<file path="src/rtl/mux_n_sync_pkg.sv">
// Shared types and defaults for the registered N-channel display multiplexer.
package mux_pkg;

    // Operating mode as presented on the mode input; MODE_RSV acts like MODE_HOLD.
    typedef enum logic [1:0] {
        MODE_MANUAL = 2'd0,
        MODE_SCAN   = 2'd1,
        MODE_HOLD   = 2'd2,
        MODE_RSV    = 2'd3
    } mux_mode_e;

    // One second of dwell per channel at a 50 MHz board clock.
    localparam int unsigned DEFAULT_DWELL = 50_000_000;

endpackage

</file>
<file path="src/rtl/mux_n_sync_dwell_counter.sv">
// Dwell timer for scan mode: counts enabled cycles and pulses wrap on the last one.
module dwell_counter #(
    parameter int unsigned DWELL = 4
) (
    input  logic clk,
    input  logic rst_n,
    input  logic en,
    input  logic clr,
    output logic wrap
);

    localparam int unsigned CNTW = $clog2(DWELL);
    localparam logic [CNTW-1:0] LAST = CNTW'(DWELL - 1);

    logic [CNTW-1:0] cnt;

    assign wrap = en && (cnt == LAST);

    // Clear wins over count; with neither asserted the count is frozen.
    always_ff @(posedge clk or negedge rst_n) begin
        if (!rst_n) begin
            cnt <= '0;
        end else if (clr) begin
            cnt <= '0;
        end else if (en) begin
            cnt <= wrap ? '0 : cnt + 1'b1;
        end
    end

endmodule

</file>
<file path="src/rtl/mux_n_sync.sv">
// Registered N-channel multiplexer with manual select, timed auto-scan and hold.
module mux_n_sync
    import mux_pkg::*;
#(
    parameter  int unsigned WIDTH = 8,
    parameter  int unsigned N     = 4,
    parameter  int unsigned DWELL = DEFAULT_DWELL,
    localparam int unsigned SELW  = $clog2(N)
) (
    input  logic                 clk,
    input  logic                 rst_n,
    input  logic [N*WIDTH-1:0]   in_data,
    input  logic [SELW-1:0]      sel,
    input  logic [1:0]           mode,
    output logic [WIDTH-1:0]     out,
    output logic [SELW-1:0]      out_ch,
    output logic                 step,
    output logic                 sel_err
);

    localparam logic [SELW:0]   N_EXT   = (SELW + 1)'(N);
    localparam logic [SELW-1:0] LAST_CH = SELW'(N - 1);

    mux_mode_e          mode_e;
    logic               is_manual;
    logic               is_scan;
    logic               sel_ok;
    logic               wrap;
    logic               load_out;
    logic               sel_err_d;
    logic [SELW-1:0]    next_ch;
    logic [WIDTH-1:0]   next_data;

    assign mode_e    = mux_mode_e'(mode);
    assign is_manual = (mode_e == MODE_MANUAL);
    assign is_scan   = (mode_e == MODE_SCAN);
    // Extra bit so the range check also works when N is a power of two.
    assign sel_ok    = ({1'b0, sel} < N_EXT);

    dwell_counter #(
        .DWELL (DWELL)
    ) u_dwell (
        .clk   (clk),
        .rst_n (rst_n),
        .en    (is_scan),
        .clr   (is_manual),
        .wrap  (wrap)
    );

    // Channel to show after this edge and the select-error flag it implies.
    always_comb begin
        next_ch   = out_ch;
        sel_err_d = sel_err;
        load_out  = 1'b0;
        case (mode_e)
            MODE_MANUAL: begin
                if (sel_ok) begin
                    next_ch   = sel;
                    sel_err_d = 1'b0;
                    load_out  = 1'b1;
                end else begin
                    sel_err_d = 1'b1;
                end
            end
            MODE_SCAN: begin
                sel_err_d = 1'b0;
                load_out  = 1'b1;
                if (wrap) begin
                    next_ch = (out_ch == LAST_CH) ? '0 : out_ch + 1'b1;
                end
            end
            default: begin
            end
        endcase
    end

    // Data of the upcoming channel, so a scan advance shows new data on the same edge.
    always_comb begin
        next_data = '0;
        for (int unsigned k = 0; k < N; k++) begin
            if (next_ch == SELW'(k)) begin
                next_data = in_data[k*WIDTH +: WIDTH];
            end
        end
    end

    // Output registers; step flags any change of the displayed channel.
    always_ff @(posedge clk or negedge rst_n) begin
        if (!rst_n) begin
            out     <= '0;
            out_ch  <= '0;
            step    <= 1'b0;
            sel_err <= 1'b0;
        end else begin
            out_ch  <= next_ch;
            step    <= (next_ch != out_ch);
            sel_err <= sel_err_d;
            if (load_out) begin
                out <= next_data;
            end
        end
    end

endmodule

</file>
<file path="config.mk">
export PLATFORM = sky130hd
export DESIGN_NAME = mux_n_sync
export DESIGN_NICKNAME = d
export VERILOG_FILES = /design/src/rtl/mux_n_sync_pkg.sv /design/src/rtl/mux_n_sync_dwell_counter.sv /design/src/rtl/mux_n_sync.sv
export SDC_FILE = /design/constraint.sdc
export NUM_CORES = 1
export LEC_CHECK = 0
export ABC_AREA = 1
export CAP_MARGIN = 20
export CORE_MARGIN = 4
export CORE_UTILIZATION = 50
export DETAILED_ROUTE_END_ITERATION = 16
export PLACE_DENSITY = 0.86
export SETUP_SLACK_MARGIN = 0.15
export SLEW_MARGIN = 20
export SYNTH_ARGS = -nofsm -noshare
export SYNTH_HDL_FRONTEND = slang
export SYNTH_SLANG_ARGS = --single-unit
</file>
<file path="constraint.sdc">
create_clock -name clk -period 3.75 [get_ports clk]
set_clock_uncertainty 0.1 [all_clocks]
set_input_delay 0.9375 -clock clk [delete_from_list [all_inputs] [get_ports clk]]
set_output_delay 0.9375 -clock clk [all_outputs]
set_load 0.005 [all_outputs]
</file>
# Word-level counts from Yosys, hierarchy flattened
# Index checks and enable logic that the tools add are counted.
dict set report totals {
  register_bits 37
  inputBits 38
  out_inout_bits 12
  elab_cells 29
}
dict set report op_classes {
  add_sub_neg 2
  n_eq_ne 7
  n_mux 11
  reduce_logical 5
}
# operator n
set op_table {}
lappend op_table {{$mux 26} 3}
lappend op_table {{$mux 8} 4}
lappend op_table {{$add 26x1->26 const B} 1}
lappend op_table {{$eq 26x26->1 const B} 1}
lappend op_table {{$eq 2x2->1 const B} 3}
lappend op_table {{$eq 2x1->1 const B} 2}
lappend op_table {{$logic_not 2->1} 2}
lappend op_table {{$mux 2} 2}
lappend op_table {{$pmux 2 s2} 1}
lappend op_table {{$add 2x1->2 const B} 1}
lappend op_table {{$ne 2x2->1} 1}
lappend op_table {{$reduce_bool 2->1} 1}
lappend op_table {{$reduce_or 2->1} 1}
lappend op_table {{$logic_and 1x1->1} 1}
lappend op_table {{$mux 1} 1}

# Longest topological paths before layout
# Gate-level depths: netlist (run 1).
dict set report depth {
  depth_word 9
  depth_mapped 16
  mapped_depth_nobuf 14
}

# Hierarchy
# Synthesis (run 1) repeated with hierarchy kept, for this count alone.
dict set report unflattened {
  hier_cells 375
  area_unflattened_um2 2641.3
}
# mod n_inst cells_each area_per_inst_um2 seq_area_each_um2
set by_module_without_submodules {}
lappend by_module_without_submodules {dwell_counter 1 251 1791.7 650.6}
lappend by_module_without_submodules {mux_n_sync 1 124 849.6 275.3}

# Worst setup path before layout (run 1)
# No wires, ideal clock.
dict set report synth_path {
  path_kind {input to register}
  start {input mode[1]}
  end {register out[3]}
  setup_ns 0.116
  arrival_ns 2.148
  required_time_ns 3.534
  path_slack_ns 1.386
  stages 15
  path_buffers 3
  cell_sequence {buf_6 > inv_6 > nand2_2 > nor2_2 > nand2_1 > nor2_2 > nand3b_1 > nand3_2 > nand2_2 > buf_6 > buf_12 > o21ai_1 > nand3_1 > nand2_1 > nand2_1}
}
dict set report synth_via {
  elab_chain_cells 9
  elab_cells_between_ends 15
  classes_between {eq/ne (4); mux (7); reduce/logical (4)}
}
# element line
set synth_lines {}
lappend synth_lines {{start, declared} mux_n_sync.sv:14} ;# input logic [1:0] mode,
lappend synth_lines {{$eq 2x1->1} {mux_n_sync.sv:36, mux_n_sync.sv:55}}
lappend synth_lines {{$logic_and 1x1->1} mux_n_sync_dwell_counter.sv:17} ;# assign wrap = en && (cnt == LAST);
lappend synth_lines {{$mux 2} mux_n_sync.sv:68} ;# if (wrap) begin
lappend synth_lines {{$pmux 2 s2 *} mux_n_sync.sv:55} ;# case (mode_e)
lappend synth_lines {{via next_ch[1]} mux_n_sync.sv:31} ;# logic [SELW-1:0] next_ch;
lappend synth_lines {{$logic_not 2->1} mux_n_sync.sv:81} ;# if (next_ch == SELW'(k)) begin
lappend synth_lines {{$mux 8 (3 in a row)} mux_n_sync.sv:81}
lappend synth_lines {{$mux 8 *} mux_n_sync.sv:81}
lappend synth_lines {{end signal, assigned} mux_n_sync.sv:99} ;# out <= next_data;
lappend synth_lines {{end, declared} mux_n_sync.sv:15} ;# output logic [WIDTH-1:0] out,
# Mark *: on every way through the listed nets, which the timed path passes. The rest lies on a longest branch.
# A chain may end at the register's enable or synchronous reset.

# Final worst setup path (run 1)
dict set report layout_path {
  start {input mode[1]}
  end {register out[4]}
}
dict set report layout_via {
  elab_chain_cells 9
  elab_cells_between_ends 15
  classes_between {eq/ne (4); mux (7); reduce/logical (4)}
}
# element line
set layout_lines {}
lappend layout_lines {{$eq 2x1->1} {mux_n_sync.sv:36, mux_n_sync.sv:55}}
lappend layout_lines {{$logic_and 1x1->1} mux_n_sync_dwell_counter.sv:17}
lappend layout_lines {{$mux 2} mux_n_sync.sv:68}
lappend layout_lines {{$pmux 2 s2} mux_n_sync.sv:55}
lappend layout_lines {{$logic_not 2->1} mux_n_sync.sv:81}
lappend layout_lines {{$mux 8 (4 in a row)} mux_n_sync.sv:81}
# Several ways; a longest one is shown, not always the timed one.

==> results of run 1 <==
## layer usage
metal	wire length, microns	vias up	share of wire
met1	2454	1135	0.41
met2	2972	88	0.50
li1	-	1207	-
met5	0	-	0
met3	458	10	0.077
met4	91	0	0.015
## cells by family (layout without fill, tap and decap cells)
| logic type | count (synthesis) | count (layout) | synth area share |
|---|---|---|---|
| flops | 37 | 37 | 0.3706 |
| buf+inv | 56 | 101 | 0.1082 |
| compound gates | 54 | 54 | 0.1292 |
| xor+xnor | 4 | 4 | 0.01402 |
| fa+ha+maj | 2 | 2 | 0.01001 |
| other cells | 1 | 1 | 0.001501 |
| simple gates | 192 | 192 | 0.3666 |
## metrics by stage
step	setup slack, ps	util	cells	total power [mW]
floorplan	1386	-	346	0.5665
global placement	479.8	0.6204	450	0.6603
detailed placement	361.5	0.6204	450	0.6645
CTS	665.4	0.6376	458	0.9399
global route	371.7	0.6376	458	0.9850
finish	674.4	0.6376	458	0.9313
## power breakdown
| group | total [mW] | switching (mW) | internal, mW |
|---|---|---|---|
| registers | 0.440 | 0.0168 | 0.423 |
| clock network | 0.276 | 0.147 | 0.129 |
| logic | 0.216 | 0.106 | 0.110 |
## path summary, 6_finish.rpt
path	start	endpoint	slack, ps
setup / recovery	mode[1]	out[4]$_DFFE_PN0N_	670
hold / removal	out[1]$_DFFE_PN0N_	out[1]$_DFFE_PN0N_	380
setup reg to reg	u_dwell.cnt[0]$_DFFE_PN0N_	out[4]$_DFFE_PN0N_	1380
hold reg to reg	out[1]$_DFFE_PN0N_	out[1]$_DFFE_PN0N_	380
max in group asynchronous	rst_n	u_dwell.cnt[1]$_DFFE_PN0N_	2380
min in group asynchronous	rst_n	u_dwell.cnt[8]$_DFFE_PN0N_	640
## registers in the layout, summed over array words and instances (netlist names)
name         flops
u_dwell.cnt     26
out              8
out_ch           2
step             1
## critical path, delay by kind of cell
kind	cells	cell delay [ps]
buffers and inverters	3	900
AND/OR/NAND/NOR	12	1340
## cell usage in the layout (no fill, tap or decap), types with 2 or more instances in the layout
cell type / synthesis / final
a21oi_1: 7 / 7
a31oi_1: 2 / 2
buf_4: 2 / 2
clkbuf_8: 0 / 5
clkdlybuf4s50_1: 0 / 47
clkinv_2: 0 / 2
dfrtp_1: 37 / 37
ha_1: 2 / 2
inv_1: 40 / 40
nand2_1: 99 / 99
nand2_2: 7 / 7
nand3_1: 32 / 32
nand3_2: 4 / 4
nand3b_1: 9 / 9
nand4_1: 4 / 4
nor2_1: 23 / 23
nor2_2: 3 / 3
nor2_4: 3 / 3
nor3_1: 2 / 2
o21ai_0: 20 / 20
o21ai_1: 7 / 7
o21ai_2: 4 / 4
o22ai_1: 7 / 7
or2_2: 2 / 2
xor2_1: 3 / 3
## final cells by class
class                      count  area, sq um
fill                         430         1734
multi-input combinational    253         1303
sequential                    37        925.9
timing repair buffer          50        490.5
inverter                      43        166.4
tap                           67        83.83
clock buffer                   6        72.57
clock inverter                 2        10.01
==> results_dict.tcl, run 1 <==
set metrics [dict create \
    avgRoutedWirePerCell_microns 13.05 \
    use_met2 0.3795 \
    cts-resized-gates 0 \
    die_h_microns 78.69 \
    hold_depth 2 \
    hpwl_microns 4405 \
    root_buffer "clkbuf_8" \
    setup_violations 0 \
    post-route-period-util 0.8202 \
    cts_tree "built" \
    placed_area_sq_um 2969 \
    cts_buffer_depth 2 \
    viasPerCell 5.328 \
    yosysTopAreaCell "dfrtp_1" \
    r2r_cells 14 \
    synthCells 346 \
    final_design_area_no_fill_sq_um 3052 \
    remaining_drc_errors 0 \
    synth_top_cell_area_share 0.3706 \
    gr-total-overflow 0 \
    synth_ff_type "dfrtp_1" \
    final_nets 430 \
    dieArea_sq_um 6192 \
    top_usage_layer "met2" \
    grt_setup_unrepaired "no" \
    synth_area_sq_um 2499 \
    use_met3 0.06463 \
    clk_latency_ps 290 \
    critPathMostFrequentCell "nand2_2" \
    h-tree-depth 2 \
    yosys-top-cells-count "99 x nand2_1, 40 x inv_1, 37 x dfrtp_1, 32 x nand3_1, 23 x nor2_1" \
    clk_pin_slew_ps 70 \
    relSlewSlack 0.4380 \
    synth_edf_count 0 \
    drt_iter0_markers 158 \
    numPortBuffers 48 \
    grt.total_usage 0.2182 \
    clkSinkCount 37 \
    routed_wl_microns 5977 \
    use_met1 0.2538 \
    synthArstFlopShare 1.000 \
    critPathKind "in -> reg" \
    syn_to_final_growth_pct 22.13 \
    crit_arrival_ps 3160 \
    synth.distinct_cells 42 \
    final_hold_viol_count 0 \
    slowest_delay_ps 480 \
    ir_drop_mv 0.1726 \
    ys_seq_area_frac 0.3706 \
    crit_chain "clkdlybuf4s50_1 -> inv_6 -> nand2_2 -> nor2_2 -> nand2_1 -> nor2_2 -> nand2_2 -> nand2_2 -> nand3_2 -> nand2_2 -> inv_2 -> nand3_1 -> nand3_1 -> nand2_1 -> nand2_1" \
    drive_above_1_share 0.09463 \
    numCtsBuffers 5 \
    synth_nets 386 \
    power.leakage_nw 1.376 \
    ant_nets 0 \
    power-per-cell-area_nw_per_um2 305.2 \
    die_w_microns 78.69 \
    worstSetupEndpointType "register" \
    synth_area_leaders "dfrtp_1 37%, nand2_1 15%, nand3_1 6.4%" \
    antenna_found_initial 0 \
    gp_congestion 0.8939 \
    grt_pass1_vias 2528 \
    grt_pass1_wl_microns 10960 \
    n_antenna_cell 0 \
    outcome "complete, no violations" \
    critPathMaxFanout 26 \
    core_area_sq_um 4786 \
    fmax_mhz 325.1 \
    min_period_ps 3076 \
    synth_seq_cells 37 \
    syn_area_per_cell_sq_um 7.222 \
    cpMaxStageDelayCell "clkdlybuf4s50_1" \
    cp.required_ps 3840 \
    vias 2440 \
    tightest_slew_ps 843.0 \
    first_pass_iters 4 \
    setup_tns_ps 0 \
    hold_buffers 0 \
    start_util 0.5221 \
    cts_setup_buffers 0 \
    holdWs_ps 382.3 \
    drv_cap 0 \
    std_cell_rows 25 \
    io_pins 50 \
    yosysWarningCount 0 \
    startpoint_type "input port" \
    grt_max_degree 38 \
    synth_most_common_cell "nand2_1" \
    hp-class "reg -> reg" \
    slew_viol_final 0 \
]
(Power assumes the default switching activity.)
==> inputs of run 2 (changes only) <==
==> constraint.sdc (replaced) <==
create_clock -name clk -period 2.95 [get_ports clk]
set_clock_uncertainty 0.1 [all_clocks]
set_input_delay 0.7375 -clock clk [delete_from_list [all_inputs] [get_ports clk]]
set_output_delay 0.7375 -clock clk [all_outputs]
set_load 0.005 [all_outputs]
==> results_dict.tcl, run 2 (synthesized netlist as in run 1, its figures left out) <==
set metrics [dict create \
    outcome "complete, no violations" \
    instances_no_fill 459 \
    gp_congestion 0.8496 \
    final_nets 432 \
    r2r_start "u_dwell.cnt[0]$_DFFE_PN0N_" \
    relSlewSlack 0.4509 \
    avgRoutedWirePerCell_microns 12.43 \
    fmax_mhz 391.7 \
    drive_above_1_share 0.09694 \
    worstSetupEndpointType "register" \
    final_cell_mix "99 x nand2_1, 47 x clkdlybuf4s50_1, 40 x inv_1, 37 x dfrtp_1, 32 x nand3_1" \
    hp-class "reg -> reg" \
    h-tree-depth 2 \
    final_util 0.6442 \
    critPathKind "in -> reg" \
    hpwl_microns 4371 \
    clkSinkCount 37 \
    root_buffer "clkbuf_8" \
    power-per-cell-area_nw_per_um2 387.5 \
    core_area_sq_um 4786 \
    setup_violations 0 \
    holdWs_ps 383.6 \
    power.leakage_nw 1.390 \
    rr_endpoint "out[4]$_DFFE_PN0N_" \
    cts_buffer_depth 2 \
    drt_iter0_markers 164 \
    die_h_microns 78.69 \
    clk_pin_slew_ps 70 \
    n_antenna_cell 0 \
    vias 2400 \
    grt_setup_unrepaired "no" \
    remaining_drc_errors 0 \
    cp.required_ps 3030 \
    p_total_mw 1.195 \
    cts-resized-gates 0 \
    critPathMaxFanout 25 \
    startpoint_type "input port" \
    crit_chain "clkdlybuf4s50_1 -> inv_6 -> nand2_2 -> nor2_2 -> nand2_1 -> nor2_1 -> nand3_1 -> nand3_2 -> nand3_4 -> o21ai_1 -> nand3_1 -> nand2_1 -> nand2_1" \
    slowest_delay_ps 480 \
    critPathMostFrequentCell "nand2_1" \
    die_w_microns 78.69 \
    gr-total-overflow 0 \
    std_cell_rows 25 \
    cts_tree "built" \
    hold_depth 2 \
    min_period_ps 2553 \
    final_hold_viol_count 0 \
    antenna_found_initial 0 \
    largest_reg_flops 26 \
    rrSetupSlack_ps 790 \
    syn_to_final_growth_pct 23.39 \
    grt.total_usage 0.2014 \
    worstHoldEndpoint "out[2]$_DFFE_PN0N_" \
    numCtsBuffers 5 \
    r2r_cells 12 \
    viasPerCell 5.229 \
    ant_nets 0 \
    io_pins 50 \
    drv_cap 0 \
    grt_max_degree 38 \
    setup_tns_ps 0 \
    worstHoldStart "out[2]$_DFFE_PN0N_" \
    tightest_slew_ps 823.7 \
    crit_arrival_ps 2630 \
    clk_latency_ps 280 \
    numPortBuffers 48 \
    grt_pass1_wl_microns 10140 \
    dieArea_sq_um 6192 \
    ir_drop_mv 0.2402 \
    place_inst 452 \
    start_util 0.5221 \
    reg.largest.list "u_dwell.cnt: 26 flops, out: 8 flops, out_ch: 2 flops" \
    final_common_cell "nand2_1" \
    hold_buffers 0 \
    cpMaxStageDelayCell "clkdlybuf4s50_1" \
    slew_viol_final 0 \
    top_register "u_dwell.cnt" \
    grt_pass1_vias 2402 \
    routed_wl_microns 5705 \
    first_pass_iters 4 \
    cts_setup_buffers 0 \
    post-route-period-util 0.8655 \
]
[run 2: changes by cell type in the layout (fill, tap and decap cells not counted)]
cell / change
clkinv_2: -2
clkbuf_8: +1
buf_4: +1
buf_12: +1
[run 2: how the worst max path moves through the flow]
stage	from	to	slack, ps	cells past startpoint
floorplan	mode[1]	out[3]$_DFFE_PN0N_	790	15
global placement	mode[1]	out[4]$_DFFE_PN0N_	190	13
detailed placement	mode[1]	out[4]$_DFFE_PN0N_	80	13
CTS	mode[1]	out[4]$_DFFE_PN0N_	400	13
global route	mode[1]	out[4]$_DFFE_PN0N_	210	13
finish	mode[1]	out[4]$_DFFE_PN0N_	400	13
[run 2: layout make-up]
type,count,area (sq um)
sequential,37,925.9
inverter,43,166.4
fill,421,1703
timing repair buffer,52,518.0
tap,67,83.83
multi-input combinational,253,1303
clock buffer,7,86.33
[run 2: worst max-delay path: cells and delay by family]
family | cells | cell delay [ps]
buf+inv | 2 | 620
compound gates | 1 | 230
simple gates | 10 | 1040
[run 2: metal layers]
metal / routed length [microns] / vias up / track usage
li1: - / 1214 / -
met2: 2822 / 82 / 0.3642
met4: 66 / 0 / 0.05769
met3: 471 / 8 / 0.05896
met1: 2344 / 1096 / 0.2289
met5: 0 / - / 0
[run 2: report_power, final]
part           switching, mW  internal, mW
Clock                  0.168         0.185
Combinational          0.136         0.147
Sequential            0.0203         0.538
Total                  0.325         0.870
[run 2: through the flow]
step	instance area, sq um	setup WS [ps]
final	3083	396.7
after global routing	3083	211.3
after CTS	3083	395.2
after detailed placement	2997	84.84
after global placement	2997	186.4
after floorplan	2499	785.8
